File: config.mk
export PLATFORM = sky130hd
export DESIGN_NAME = bin_to_bcd_seq_flat
export DESIGN_NICKNAME = d
export VERILOG_FILES = /design/src/rtl/bcd_pkg.sv /design/src/rtl/bin_to_bcd_seq_if.sv /design/src/rtl/bin_to_bcd_seq_digit_adj.sv /design/src/rtl/bin_to_bcd_seq.sv /design/src/flat_wrapper.sv
export SDC_FILE = /design/constraint.sdc
export NUM_CORES = 1
export LEC_CHECK = 0
export ABC_CLOCK_PERIOD_IN_PS = 3900
export CAP_MARGIN = 15
export CORE_MARGIN = 4
export CORE_UTILIZATION = 58
export DETAILED_ROUTE_END_ITERATION = 12
export PLACE_DENSITY_LB_ADDON = 0.15
export SLEW_MARGIN = 20
export SYNTH_ARGS = -nofsm -noshare
export SYNTH_HDL_FRONTEND = slang
export SYNTH_HIERARCHICAL = 1
export SYNTH_SLANG_ARGS = --single-unit
File: constraint.sdc
create_clock -name clk -period 3.9 [get_ports clk]
set_input_delay 0.39 -clock clk [delete_from_list [all_inputs] [get_ports clk]]
set_output_delay 0.39 -clock clk [all_outputs]
set_load 0.02 [all_outputs]
File: src/rtl/bcd_pkg.sv
// Shared constants and types for the sequential binary-to-BCD converter.
// Latency: n/a (declarations only).
// Backpressure: n/a (declarations only).
package bcd_pkg;

    // Converter FSM encoding
    typedef enum logic [1:0] {
        IDLE  = 2'd0,
        SHIFT = 2'd1,
        DONE  = 2'd2
    } bcd_state_t;

    localparam int         DIGIT_W       = 4;
    localparam logic [3:0] ADJ_THRESHOLD = 4'd5;
    localparam logic [3:0] ADJ_ADD       = 4'd3;

endpackage

File: src/rtl/bin_to_bcd_seq_if.sv
// Start/busy/done handshake bundle between a requester and the BCD converter.
// Latency: n/a (wiring only).
// Backpressure: requester must watch busy; start is ignored while busy is high.
// Ports: start/bin from requester; busy/done/bcd/overflow from converter.
interface bin_to_bcd_seq_if #(
    parameter int WIDTH  = 8,
    parameter int DIGITS = 3
);
    logic                  start;
    logic [WIDTH-1:0]      bin;
    logic                  busy;
    logic                  done;
    logic [4*DIGITS-1:0]   bcd;
    logic                  overflow;

    // Requester side
    modport master (
        output start, bin,
        input  busy, done, bcd, overflow
    );

    // Converter side
    modport slave (
        input  start, bin,
        output busy, done, bcd, overflow
    );
endinterface

File: src/rtl/bin_to_bcd_seq_digit_adj.sv
// Double-dabble digit correction: add 3 to any BCD digit of 5 or more.
// Latency: purely combinational.
// Backpressure: none.
// Ports: digit_i (4-bit scratch digit), digit_o (corrected digit).
module bcd_digit_adj
    import bcd_pkg::*;
(
    input  logic [DIGIT_W-1:0] digit_i,
    output logic [DIGIT_W-1:0] digit_o
);

    // Scratch digits never exceed 9, so +3 always fits in 4 bits.
    assign digit_o = (digit_i >= ADJ_THRESHOLD) ? (digit_i + ADJ_ADD) : digit_i;

endmodule

File: src/rtl/bin_to_bcd_seq.sv
// Iterative shift-and-add-3 binary to packed BCD converter, one input bit per clock.
// Latency: done pulses for the cycle after the WIDTH-th edge following the accepting edge.
// Backpressure: start is ignored while busy; accepted again in IDLE or the DONE cycle.
// Ports: clk, reset (async, active-high); bus = slave side of bin_to_bcd_seq_if
//        (start/bin in; busy/done/bcd/overflow out). bcd holds its value between runs.
module bin_to_bcd_seq
    import bcd_pkg::*;
#(
    parameter int WIDTH  = 8,
    parameter int DIGITS = 3
) (
    input  logic                clk,
    input  logic                reset,
    bin_to_bcd_seq_if.slave     bus
);

    localparam int BW = DIGIT_W * DIGITS;
    localparam int CW = $clog2(WIDTH + 1);

    bcd_state_t        state_q, state_d;
    logic [CW-1:0]     cnt_q, cnt_d;
    logic [WIDTH-1:0]  shift_q, shift_d;
    logic [BW-1:0]     scratch_q, scratch_d;
    logic              ovf_scr_q, ovf_scr_d;
    logic [BW-1:0]     bcd_q, bcd_d;
    logic              ovf_q, ovf_d;

    // Corrected scratch digits, all in parallel
    logic [BW-1:0]     adj;
    // Values after the corrected shift of {scratch, shiftreg}
    logic [BW-1:0]     scratch_sh;
    logic [WIDTH-1:0]  shift_sh;
    logic              ovf_sh;

    for (genvar g = 0; g < DIGITS; g++) begin : g_adj
        bcd_digit_adj u_adj (
            .digit_i (scratch_q[g*DIGIT_W +: DIGIT_W]),
            .digit_o (adj[g*DIGIT_W +: DIGIT_W])
        );
    end

    // A bit leaving the top digit represents a lost multiple of 10^DIGITS;
    // the remaining digits still hold the value modulo 10^DIGITS.
    always_comb begin
        scratch_sh = {adj[BW-2:0], shift_q[WIDTH-1]};
        shift_sh   = shift_q << 1;
        ovf_sh     = ovf_scr_q | adj[BW-1];
    end

    always_comb begin
        state_d   = state_q;
        cnt_d     = cnt_q;
        shift_d   = shift_q;
        scratch_d = scratch_q;
        ovf_scr_d = ovf_scr_q;
        bcd_d     = bcd_q;
        ovf_d     = ovf_q;

        case (state_q)
            IDLE, DONE: begin
                if (bus.start) begin
                    shift_d   = bus.bin;
                    scratch_d = '0;
                    ovf_scr_d = 1'b0;
                    cnt_d     = CW'(WIDTH);
                    state_d   = SHIFT;
                end else begin
                    state_d   = IDLE;
                end
            end
            SHIFT: begin
                shift_d   = shift_sh;
                scratch_d = scratch_sh;
                ovf_scr_d = ovf_sh;
                cnt_d     = cnt_q - CW'(1);
                // Output registers only move on the final shift so the
                // displays never see a partial result.
                if (cnt_q == CW'(1)) begin
                    bcd_d   = scratch_sh;
                    ovf_d   = ovf_sh;
                    state_d = DONE;
                end
            end
            default: begin
                state_d = IDLE;
            end
        endcase
    end

    always_ff @(posedge clk or posedge reset) begin
        if (reset) begin
            state_q   <= IDLE;
            cnt_q     <= '0;
            shift_q   <= '0;
            scratch_q <= '0;
            ovf_scr_q <= 1'b0;
            bcd_q     <= '0;
            ovf_q     <= 1'b0;
        end else begin
            state_q   <= state_d;
            cnt_q     <= cnt_d;
            shift_q   <= shift_d;
            scratch_q <= scratch_d;
            ovf_scr_q <= ovf_scr_d;
            bcd_q     <= bcd_d;
            ovf_q     <= ovf_d;
        end
    end

    // Registered state decodes, glitch-free
    assign bus.busy     = (state_q == SHIFT);
    assign bus.done     = (state_q == DONE);
    assign bus.bcd      = bcd_q;
    assign bus.overflow = ovf_q;

endmodule

File: src/flat_wrapper.sv
// flat-port wrapper written by rule: the top's interface ports become plain ports
module bin_to_bcd_seq_flat import bcd_pkg::*;
#(
    parameter int WIDTH  = 8,
    parameter int DIGITS = 3
)
  (clk, reset, bus_start, bus_bin, bus_busy, bus_done, bus_bcd, bus_overflow);
  bin_to_bcd_seq_if #(.WIDTH(WIDTH), .DIGITS(DIGITS)) bus_i ();
  input  logic clk;
  input  logic reset;
  input wire logic [$bits(bus_i.start)-1:0] bus_start;
  input wire logic [$bits(bus_i.bin)-1:0] bus_bin;
  output wire logic [$bits(bus_i.busy)-1:0] bus_busy;
  output wire logic [$bits(bus_i.done)-1:0] bus_done;
  output wire logic [$bits(bus_i.bcd)-1:0] bus_bcd;
  output wire logic [$bits(bus_i.overflow)-1:0] bus_overflow;
  assign bus_i.start = bus_start;
  assign bus_i.bin = bus_bin;
  assign bus_busy = bus_i.busy;
  assign bus_done = bus_i.done;
  assign bus_bcd = bus_i.bcd;
  assign bus_overflow = bus_i.overflow;
  bin_to_bcd_seq #(.WIDTH(WIDTH), .DIGITS(DIGITS)) u_core (.clk(clk), .reset(reset), .bus(bus_i));
endmodule
## Yosys cells after proc, flatten, opt, wreduce, memory -nomap -nowiden

Cells that the tools add are included.

| word-level totals | value |
|---|---|
| output and inout port bits | 15 |
| word-level logic and storage cells | 39 |
| flip-flop bits (word level) | 40 |

| cells by class | value |
|---|---|
| magnitude comparators | 3 |
| reduce and logical (&&, ||, !) cells | 5 |
| muxes and demuxes | 14 |
| equality and inequality tests | 5 |
| bitwise gates (word level) | 1 |
| add/subtract/negate cells | 4 |

Operators by type and width:

| cell | count |
|---|---|
| $pmux W12 S2 | 1 |
| $mux W4 | 4 |
| $pmux W8 S2 | 1 |
| $add A4 B2 Y4 const B | 3 |
| $ge A4 B3 Y1 const B | 3 |
| $mux W12 | 1 |
| $mux W8 | 1 |
| $pmux W4 S2 | 1 |
| $eq A4 B1 Y1 const B | 1 |
| $pmux W2 S2 | 1 |
| $reduce_and A2 Y1 | 2 |
| $sub A4 B1 Y4 const B | 1 |
| $eq A2 B1 Y1 const B | 1 |
| $eq A2 B2 Y1 const B | 1 |
| $logic_not A2 Y1 | 1 |
| $mux W1 | 2 |
| $mux W2 | 1 |
| $ne A2 B1 Y1 const B | 1 |
| $ne A2 B2 Y1 const B | 1 |
| $pmux W1 S2 | 1 |
| $reduce_bool A2 Y1 | 1 |
| $reduce_or A2 Y1 | 1 |
| $or A1 B1 Y1 | 1 |

## Depth between registers and ports, before layout

Gate-level depths: netlist of the first run.

| depth | value |
|---|---|
| depth after elaboration | 4 |
| mapped depth | 7 |

## Modules after synthesis

Netlist of the first run, hierarchy kept.

Modules (own cells, without submodules):

| module | seq. area each (µm²) | area each (µm²) | cells an instance | instances |
|---|---|---|---|---|
| bin_to_bcd_seq | 1,001.0 | 1,619.1 | 122 | 1 |
| bcd_digit_adj | 0.0 | 101.3 | 16 | 3 |

## Least setup slack after synthesis of the first run

No wires, ideal clock.

| timing | value |
|---|---|
| kind | register -> register |
| from | reg u_core.cnt_q[1] |
| to | reg u_core.bcd_q[0] (netlist: u_core/bus.bcd[0]) |
| required time | 3.775 ns |
| clock period less this slack | 1.464 ns |
| path buffers | 1 |
| path slack | 2.436 ns |
| cell stages (with the launch flop) | 7 |
| data arrival time | 1.339 ns |
| setup time | 0.125 ns |
| path through | dfrtp_1 -> inv_1 -> ha_1 -> nor3b_4 -> nand2_2 -> buf_6 -> mux2_4 |

| on the way | value |
|---|---|
| cells in the longest elaborated chain, start to end | 2 |

Ends and longest elaborated chain:

| item | line | RTL |
|---|---|---|
| from (decl) | bin_to_bcd_seq.sv:21 | `logic [CW-1:0] cnt_q, cnt_d;` |
| from (signal assigned) | bin_to_bcd_seq.sv:101 | `cnt_q <= cnt_d;` |
| $eq A4 B1 Y1 | bin_to_bcd_seq.sv:78 | `if (cnt_q == CW'(1)) begin` |
| $reduce_and A2 Y1 (no source line) | n/a |  |
| to (signal assigned) | bin_to_bcd_seq.sv:97 | `bcd_q <= '0;` |
| to (signal assigned) | bin_to_bcd_seq.sv:105 | `bcd_q <= bcd_d;` |
| to (decl) | bin_to_bcd_seq.sv:25 | `logic [BW-1:0] bcd_q, bcd_d;` |

Every way passes these cells.
A chain may end at the register's enable or synchronous reset.

## Final worst setup path of the first run

| timing | value |
|---|---|
| from | reg u_core.state_q[1] |
| to | out bus_busy |

| on the way | value |
|---|---|
| cells in the longest elaborated chain, start to end | 1 |

Ends and longest elaborated chain:

| item | line | RTL |
|---|---|---|
| from (decl) | bin_to_bcd_seq.sv:20 | `bcd_state_t state_q, state_d;` |
| from (signal assigned) | bin_to_bcd_seq.sv:100 | `state_q <= state_d;` |
| $eq A2 B1 Y1 | bin_to_bcd_seq.sv:111 | `assign bus.busy = (state_q == SHIFT);` |
| to (decl) | flat_wrapper.sv:13 | `output wire logic [$bits(bus_i.busy)-1:0] bus_busy;` |

Every way passes these cells.

==> results of run 1 <==
==> logic make-up after synthesis <==
logic type | after synthesis | synth area share [%]
mux | 16 | 10.87
buf+inv | 18 | 4.229
simple gates | 48 | 12.17
fa+ha+maj | 8 | 5.205
compound gates | 37 | 14.12
flops | 40 | 52.05
xor+xnor | 3 | 1.367
==> placed cells by master (no fill, tap or decap), drive strengths merged, types with 6 or more instances in the layout <==
| cell | synthesis | layout |
|---|---|---|
| ha | 8 | 8 |
| a22oi | 7 | 7 |
| o21ai | 8 | 8 |
| dfrtp | 40 | 40 |
| nand2b | 8 | 8 |
| mux2 | 12 | 12 |
| nor2 | 6 | 6 |
| inv | 11 | 11 |
| clkdlybuf4s50 | 0 | 25 |
| nand3 | 8 | 8 |
| nand2 | 22 | 22 |
| a22o | 13 | 13 |
==> cell type report <==
class	instances	area, um^2	share of cell area [%]
Sequential cell	40	1001	44.82
Multi-Input combinational cell	112	840.8	37.65
Timing Repair Buffer	26	257.7	11.54
Tap cell	44	55.05	2.465
Inverter	11	41.29	1.849
Clock buffer	5	37.54	1.681
==> registers in the layout (all words and copies together) (netlist names) <==
signal and count:
u_core/scratch_q 12, u_core/state_q 2, u_core/ovf_scr_q 1, u_core/bus.overflow 1, u_core/shift_q 8, u_core/bus.bcd 12
u_core/cnt_q 4
==> per-stage QoR <==
stage	setup slack, ps	cell area (um^2)	util, %	hold slack, ps
6_report	1259	2233	71.98	461.9
5_1_grt	1124	2233	71.98	512.4
4_1_cts	1258	2233	71.98	471.6
3_5_place_dp	1624	2196	70.77	493.1
3_3_place_gp	1680	2196	70.77	484.0
2_1_floorplan	2436	1923	-	463.2
==> path summary, 6_finish.rpt <==
| check | startpoint | to | slack (ps) | cells past startpoint |
|---|---|---|---|---|
| worst min register to register | u_core/bus.bcd[7] | u_core/bus.bcd[7] | 520 | 1 |
| min in group clk | u_core/bus.bcd[7] | u_core/bus.bcd[7] | 520 | 1 |
| worst max-delay path | u_core/state_q[1] | bus_busy | 1260 | 3 |
| worst max register to register | u_core/state_q[0] | u_core/scratch_q[10] | 1620 | 4 |
| worst min-delay path | reset | u_core/bus.bcd[8] | 460 | 3 |
| max in group asynchronous | reset | u_core/bus.bcd[3] | 3110 | 3 |
==> cell usage after synthesis (all sizes together) <==
cell type,n
inv,11
a22o,13
a31oi,2
nor3b,1
dfrtp,40
nand2,22
buf,4
a22oi,7
a211oi,1
nor2b,2
mux2i,4
nor3,1
nand3,8
a21oi,5
o21ai,8
nor2,6
mux2,12
nand2b,8
xnor2,3
ha,8
o2bb2ai,1
clkbuf,3
==> power breakdown <==
group | total, mW | switching, mW | internal [mW]
clock | 0.179 | 0.119 | 0.0603
sequential | 0.755 | 0.155 | 0.600
combinational | 0.961 | 0.495 | 0.466
total | 1.89 | 0.768 | 1.13
==> worst max-delay path, delay by kind of cell, from the launching register on <==
kind / cells / cell delay (ps)
and+or+nand+nor: 1 / 330
DFF: 1 / 380
buffers and inverters: 2 / 1180
==> per-layer routing <==
layer	wire, um	up-vias
met5	0	-
met4	55	0
met3	140	6
met2	1726	32
met1	1566	658
li1	-	640
==> out/qor.csv, run 1 <==
metric,value,unit
Ant. Diodes,0,
Post-CTS Setup Repair Bufs,0,
crit path DAT,2250,ps
Worst EP required,3510,ps
run status,completed,
fin crit share,67.72,%
share of layout cells above drive strength 1,12.37,%
Root Driver,clkbuf_4,
post-synth cell types,29,
DP Cell Count,233,
1st-iter DRT viols,76,
critical path's slowest cell,clkdlybuf4s50_1,
Num CTS Buffers,5,
filler instances,249,
P_leak,1.079,nW
vias per cell,5.613,
wire per inst,14.66,um
Final Critical Period,2641,ps
vias in the first global route,1431,
post-synth top area cell,dfrtp_1,
post-CTS sizing,0,
IO buf count,25,
initial core utilization,61.98,%
final hold vios,0,
register area share after synthesis,52.05,%
post-synth top area share,52.05,%
Worst VDD drop,0.0005195,V
Post-Syn Instances,170,
unrepaired setup endpoints after global routing,no,
Seq cells post-synth,40,
# nets final,215,
IO Pins,26,
synth top area cells,"dfrtp_1 52%, mux2_4 7.0%, a22o_1 5.9%",
"Net Count, Synth",189,
placer congestion estimate,0.8110,
Relative slew margins,34.57,%
hold buffers post-CTS,0,
GRT Total Usage,19.87,%
Post-DRT Antenna Nets,0,
worst slew pin tran,977.8,ps
crit-path max FO,28,
clock insertion delay at the later pin of the skew report,340,ps
final setup fails,0,
non-filler instance count after layout,238,
# H-tree levels,2,
Pwr Total,1.895,mW
CTS Sinks,40,
Syn Area/Cell,11.31,um^2
DRC,0,
Core Box Area,0.003103,mm^2
CTS tree,built,
CP Launch Type,register,
PwrDens,848.5,mW/mm^2
initial antenna violation count,0,
Vias,1336,
MaxCap Viol Count,0,
max-slew violation count,0,
Die X,65.58,um
Final TNS setup,0,ps
GR Util met2,33.75,%
Clock Path Buffers,2,
GR Overflow Total,0,
Worst Hold Class,input port to asynchronous set/reset pin,
met1 GRT Util,24.18,%
Rows,20,
global-route wire length before repair,6.430,mm
maximum clock rate,378.6,MHz
largest net degree at the start of global routing,41,
area grow syn2layout,16.14,%
die area,0.004301,mm^2
WS Path Type,register to output pin,
Crit. End Element,output pin,
busiest grt layer,met2,
Pre-Repair DR Iteration Count,4,
final WL,3.489,mm
synth warn,6,
die height,65.58,um
clk slew on worst S/H paths,100,ps
Clock Skew,5.661,ps
Global Route met3 Usage,4.103,%
Synth Cell Area,0.001923,mm^2
Detailed Place HPWL,2.469,mm
Slowest Stage Delay on Critical Path,700,ps
cells along the critical path,nand2b_1 > inv_2 > clkdlybuf4s50_1,
Note: power is estimated with default switching activity, not from simulation.
==> run 2, diff against run 1 <==
- ABC_CLOCK_PERIOD_IN_PS: 3900 -> 2560
- CORE_UTILIZATION: 58 -> 54
- clock period: 3.9 -> 2.56 ns (I/O delays scaled with it)
==> run 2 against run 1 <==
Wire length up 1.9%; via count down 0.30%; final cell count up 3.4%; design area up 2.1%; count of clock-buffer cells in the layout up 3; register-to-register slack worse by 910 ps; utilization down 4.7 points; critical path type unchanged; worst hold slack worse by 140 ps; clock skew up 2.1 ps; largest power group unchanged.
==> out/qor.csv, run 2 (synthesis gave the netlist of run 1 again) <==
metric,value,unit,change
Detailed Place HPWL,2.493,mm,+0.97%
Pre-Repair DR Iteration Count,4,,unchanged
fin crit share,88.82,%,
placer congestion estimate,0.7711,,-4.9%
crit path DAT,2020,ps,-230 ps
maximum clock rate,439.8,MHz,
WS Path Type,register to output pin,,
crit-path max FO,16,,-43%
global-route wire length before repair,6.154,mm,-4.3%
share of layout cells above drive strength 1,14.00,%,+1.6 points
GRT Total Usage,18.14,%,-1.7 points
Die X,67.68,um,+3.2%
IO buf count,25,,unchanged
max-slew violation count,0,,unchanged
Num CTS Buffers,5,,unchanged
WP buf/inv,2,,unchanged
# H-tree levels,2,,unchanged
Ant. Diodes,0,,unchanged
# nets final,218,,+1.4%
filler instances,256,,+2.8%
final WL,3.555,mm,+1.9%
initial core utilization,56.74,%,-5.2 points
initial antenna violation count,0,,unchanged
R2R depth,4,,unchanged
largest net degree at the start of global routing,41,,unchanged
Post-DRT Antenna Nets,0,,unchanged
final core occ,67.26,%,-4.7 points
CP Launch Type,register,,
clock insertion delay at the later pin of the skew report,350,ps,about the same
area grow syn2layout,18.54,%,
clk slew on worst S/H paths,120,ps,+20 ps
"CP delay by family, top",buffers and inverters,,
Final TNS setup,0,ps,unchanged
Core Box Area,0.003390,mm^2,+9.2%
final hold vios,0,,unchanged
Crit. path cell count,3,,unchanged
DRC,0,,unchanged
Relative slew margins,67.03,%,+32 points
final setup fails,0,,unchanged
vias in the first global route,1366,,-4.5%
Root Driver,clkbuf_4,,
pre-CTS setup slack,675.1,ps,-949.1 ps
unrepaired setup endpoints after global routing,no,,
Slowest Stage Delay on Critical Path,660,ps,-40 ps
"commonest non-fill, non-tap cell in the layout",dfrtp_1,,
"commonest cells after routing, fill and taps aside","40 x dfrtp_1, 25 x clkdlybuf4s50_1, 21 x nand2_1, 13 x a22o_1, 10 x inv_1",,
vias per cell,5.415,,-3.5%
IO Pins,26,,unchanged
MaxCap Viol Count,0,,unchanged
Clock Skew,7.784,ps,+2.124 ps
Post-CTS Setup Repair Bufs,0,,unchanged
GR Overflow Total,0,,unchanged
Vias,1332,,-0.30%
Worst EP required,2300,ps,-1210 ps
worst slew pin tran,494.5,ps,-483.3 ps
Worst VDD drop,0.0007514,V,+45%
WHS,319.6,ps,-142.4 ps
setup ws final,286.1,ps,-972.9 ps
run status,completed,,
PwrDens,1305,mW/mm^2,+54%
die area,0.004580,mm^2,+6.5%
Final Critical Period,2274,ps,
die height,67.68,um,+3.2%
hold buffers post-CTS,0,,unchanged
P_leak,1.104,nW,+2.3%
critical path's slowest cell,clkdlybuf4s50_1,,
1st-iter DRT viols,69,,-9.2%
Worst Hold Class,input port to asynchronous set/reset pin,,
Crit. End Element,output pin,,
Pwr Total,2.974,mW,+57%
Clock Path Buffers,2,,unchanged
CTS tree,built,,
CTS Sinks,40,,unchanged
Rows,21,,+5.0%
cells along the critical path,nand2b_1 > inv_2 > clkdlybuf4s50_1,,
post-CTS sizing,0,,unchanged
wire per inst,14.45,um,-1.4%
run 2: layout make-up:
cell class                 instances  area, um^2  share of cell area [%]
clock buffer                       8       58.81                   2.580
inverter                          11       41.29                   1.811
multi-input combinational        112       840.8                   36.88
sequential                        40        1001                   43.91
tap                               46       57.56                   2.525
timing repair buffer              29       280.3                   12.29
run 2: per-layer routing:
| layer | vias to the layer above | routed length (um) | GRT usage (%) |
|---|---|---|---|
| li1 | 646 | - | - |
| met1 | 645 | 1588 | 23.72 |
| met2 | 33 | 1737 | 28.07 |
| met3 | 8 | 165 | 4.326 |
| met4 | 0 | 64 | 8.861 |
| met5 | - | 0 | 0 |
run 2: final timing paths:
path                                         from             endpoint  slack, ps
max in group asynchronous                   reset   u_core/bus.bcd[10]       1900
min in group clk                       bus_bin[5]    u_core/shift_q[5]        510
worst max-delay path            u_core/state_q[1]             bus_busy        290
worst min register to register  u_core/shift_q[0]    u_core/shift_q[0]        520
worst max register to register  u_core/state_q[0]   u_core/bus.bcd[10]        710
worst min-delay path                        reset  u_core/scratch_q[4]        320
run 2: worst reg2reg max path, delay by kind of cell, from the launching register on:
family,cells,cell delay [ps]
AND/OR/NAND/NOR,2,720
buffers and inverters,1,220
multiplexers,1,390
flip-flops,1,420
run 2: power breakdown:
group	leakage (nW)	internal, mW	total [mW]	switching, mW
logic	0.568	0.738	1.50	0.765
clock network	0.0326	0.136	0.333	0.197
registers	0.503	0.914	1.14	0.225
total	1.10	1.79	2.97	1.19
run 2: metrics by stage:
step                area, um^2  cells
floorplan                 1923    170
global placement          2221    238
detailed placement        2221    238
CTS                       2280    246
global route              2280    246
finish                    2280    246
==> run 3, diff against run 2 <==
- ABC_AREA: unset -> 1
- CORE_UTILIZATION: 54 -> 55
==> run 3 against run 2 <==
Setup slack gained 410 ps; utilization grew 0.36 points; register-to-register slack gained 250 ps; synthesized cell count grew 57%; count of clock-buffer cells in the layout shrank 3; worst hold slack gained 61 ps; first-iteration DRC count grew 83%; wire length grew 19%; sequential cell count is the same; design area grew 11%; largest power group unchanged.
==> out/qor.csv, run 3 <==
metric,value,unit,change
Clock Skew,9.284,ps,+1.500 ps
most frequent cell after synthesis,nand2_1,,
"Net Count, Synth",286,,+51%
"CP delay by family, top",buffers and inverters,,
share of layout cells above drive strength 1,16.04,%,+2.0 points
critical path's slowest cell,clkdlybuf4s50_1,,
Post-Syn Instances,267,,+57%
Pre-Repair DR Iteration Count,4,,unchanged
crit path DAT,1610,ps,-410 ps
multi-input logic area,988.4,um^2,+18%
initial core utilization,57.85,%,+1.1 points
Worst Hold Class,input port to asynchronous set/reset pin,,
CTS Sinks,40,,unchanged
area grow syn2layout,16.87,%,
register area share after synthesis,46.22,%,-5.8 points
worst slew pin tran,493.7,ps,-0.8165 ps
Detailed Place HPWL,2.938,mm,+18%
post-synth top area cell,dfrtp_1,,
clock insertion delay at the later pin of the skew report,290,ps,-60 ps
vias in the first global route,1623,,+19%
post-CTS sizing,0,,unchanged
final setup fails,0,,unchanged
reg-to-reg endpoint,u_core/bus.bcd[8],,
Synth Flop Type,dfrtp_1,,
GRT Total Usage,18.55,%,+0.41 points
ys async rst share,100.0,%,unchanged
P_leak,1.255,nW,+14%
"commonest cells after routing, fill and taps aside","99 x nand2_1, 40 x dfrtp_1, 25 x clkdlybuf4s50_1, 21 x inv_1, 20 x nor2_1",,
Worst VDD drop,0.0007368,V,-1.9%
WS Path Type,register to output pin,,
PwrDens,1393,mW/mm^2,+6.8%
Ant. Diodes,0,,unchanged
# nets final,311,,+43%
"top cells by count, synth","99 x nand2_1, 40 x dfrtp_1, 21 x inv_1",,
die height,70.75,um,+4.5%
placer congestion estimate,0.8071,,+4.7%
clk slew on worst S/H paths,80,ps,-40 ps
WP buf/inv,3,,+1
Post-DRT Antenna Nets,0,,unchanged
wire per inst,12.45,um,-14%
# H-tree levels,2,,unchanged
Crit. End Element,output pin,,
max-slew violation count,0,,unchanged
Root Driver,clkbuf_8,,
Core Box Area,0.003744,mm^2,+10%
maximum clock rate,537.2,MHz,+22%
crit-path max FO,17,,+1
Syn Area/Cell,8.112,um^2,-28%
Synth Cell Area,0.002166,mm^2,+13%
run status,completed,,
initial antenna violation count,0,,unchanged
IO Pins,26,,unchanged
CP Launch Type,register,,
filler instances,326,,+27%
Rows,22,,+4.8%
MaxCap Viol Count,0,,unchanged
Placed Area,0.002420,mm^2,+9.0%
"commonest non-fill, non-tap cell in the layout",nand2_1,,
IO buf count,25,,unchanged
pre-CTS setup slack,961.8,ps,+286.7 ps
Die X,70.75,um,+4.5%
die area,0.005006,mm^2,+9.3%
Clock Path Buffers,2,,unchanged
hold buffers post-CTS,0,,unchanged
Post-synth EDFFs,0,,unchanged
synth warn,6,,unchanged
1st-iter DRT viols,126,,+83%
fin crit share,72.71,%,-16 points
cells along the critical path,inv_1 > nand2_4 > inv_2 > clkdlybuf4s50_1,,
R2R depth,6,,+2
R2R Setup Slk,960,ps,+250 ps
DRC,0,,unchanged
final WL,4.245,mm,+19%
final hold vios,0,,unchanged
GR Overflow Total,0,,unchanged
vias per cell,5.079,,-6.2%
Relative slew margins,67.09,%,about the same
largest net degree at the start of global routing,41,,unchanged
global-route wire length before repair,7.314,mm,+19%
synth top area cells,"dfrtp_1 46%, nand2_1 17%, ha_1 4.6%",,
Worst EP required,2300,ps,about the same
post-synth top area share,46.22,%,-5.8 points
Final TNS setup,0,ps,unchanged
Post-CTS Setup Repair Bufs,0,,unchanged
Seq cells post-synth,40,,unchanged
Num CTS Buffers,5,,unchanged
Pwr Total,3.526,mW,+19%
Slowest Stage Delay on Critical Path,600,ps,-60 ps
Register Area,0.001001,mm^2,unchanged
unrepaired setup endpoints after global routing,no,,
Vias,1732,,+30%
Finished Cell Area,0.002531,mm^2,+11%
Final Critical Period,1861,ps,-412.5 ps
worst r2r src,u_core/cnt_q[1],,
setup ws final,698.6,ps,+412.5 ps
post-synth cell types,22,,-24%
CTS tree,built,,
run 3: cell count changes in the layout (fill, tap and decap cells not counted), sizes merged, moves of 8 or more:
cell / previous run / this run
mux2: 12 / 0
nor2: 6 / 27
nand2: 22 / 105
a22o: 13 / 0
o21ai: 8 / 31
nand2b: 8 / 0
inv: 11 / 28
run 3: per-layer routing:
layer	GRT usage (%)	wire [um]	part of all wire (%)	vias to the layer above
li1	-	-	-	881
met1	25.23	2013	47	814
met2	28.73	2005	47	31
met3	3.693	177	4.2	6
met4	8.351	49	1.2	0
met5	0	0	0	-
run 3: kinds of logic after synthesis:
family | synth area share (%)
AND/OR/NAND/NOR | 30.44
flip-flops | 46.22
buffers and inverters | 8.146
adder cells (fa/ha/maj) | 4.622
AO/OA/AOI/OAI | 10.57
run 3: worst max path at each step:
stage | startpoint | end | slack, ps | cells after the start
floorplan | u_core/scratch_q[8] | u_core/bus.overflow | 1150 | 8
global placement | u_core/cnt_q[1] | u_core/bus.bcd[7] | 1010 | 6
detailed placement | bus_start | u_core/scratch_q[9] | 960 | 6
CTS | u_core/state_q[1] | bus_busy | 690 | 4
global route | u_core/state_q[1] | bus_busy | 630 | 4
finish | u_core/state_q[1] | bus_busy | 700 | 4
run 3: per-stage QoR:
step | hold WS, ps | instances | util [%]
floorplan | 407.2 | 267 | -
global placement | 464.7 | 333 | 64.64
detailed placement | 469.1 | 333 | 64.64
CTS | 393.8 | 341 | 67.61
global route | 435.5 | 341 | 67.61
finish | 380.4 | 341 | 67.61
run 3: area by class of cell:
class / instances / area share [%]
clock inverter: 3 / 1.681
multi-input combinational: 190 / 39.05
timing repair buffer: 27 / 10.48
clock buffer: 5 / 2.719
sequential: 40 / 39.55
inverter: 28 / 4.152
tap: 48 / 2.373
run 3: power by group:
| part | total (mW) | internal (mW) | leakage, nW | switching, mW |
|---|---|---|---|---|
| logic | 1.86 | 0.689 | 0.715 | 1.17 |
| clock network | 0.511 | 0.288 | 0.0541 | 0.222 |
| registers | 1.16 | 0.933 | 0.486 | 0.224 |
run 3: worst register-to-register path, stage by stage, from the launching register on:
cell and delay [ps]:
dfrtp_1 360, inv_1 120, ha_1 190, nand3_2 280
nor2_4 390, nand2_1 120, nand2_1 80
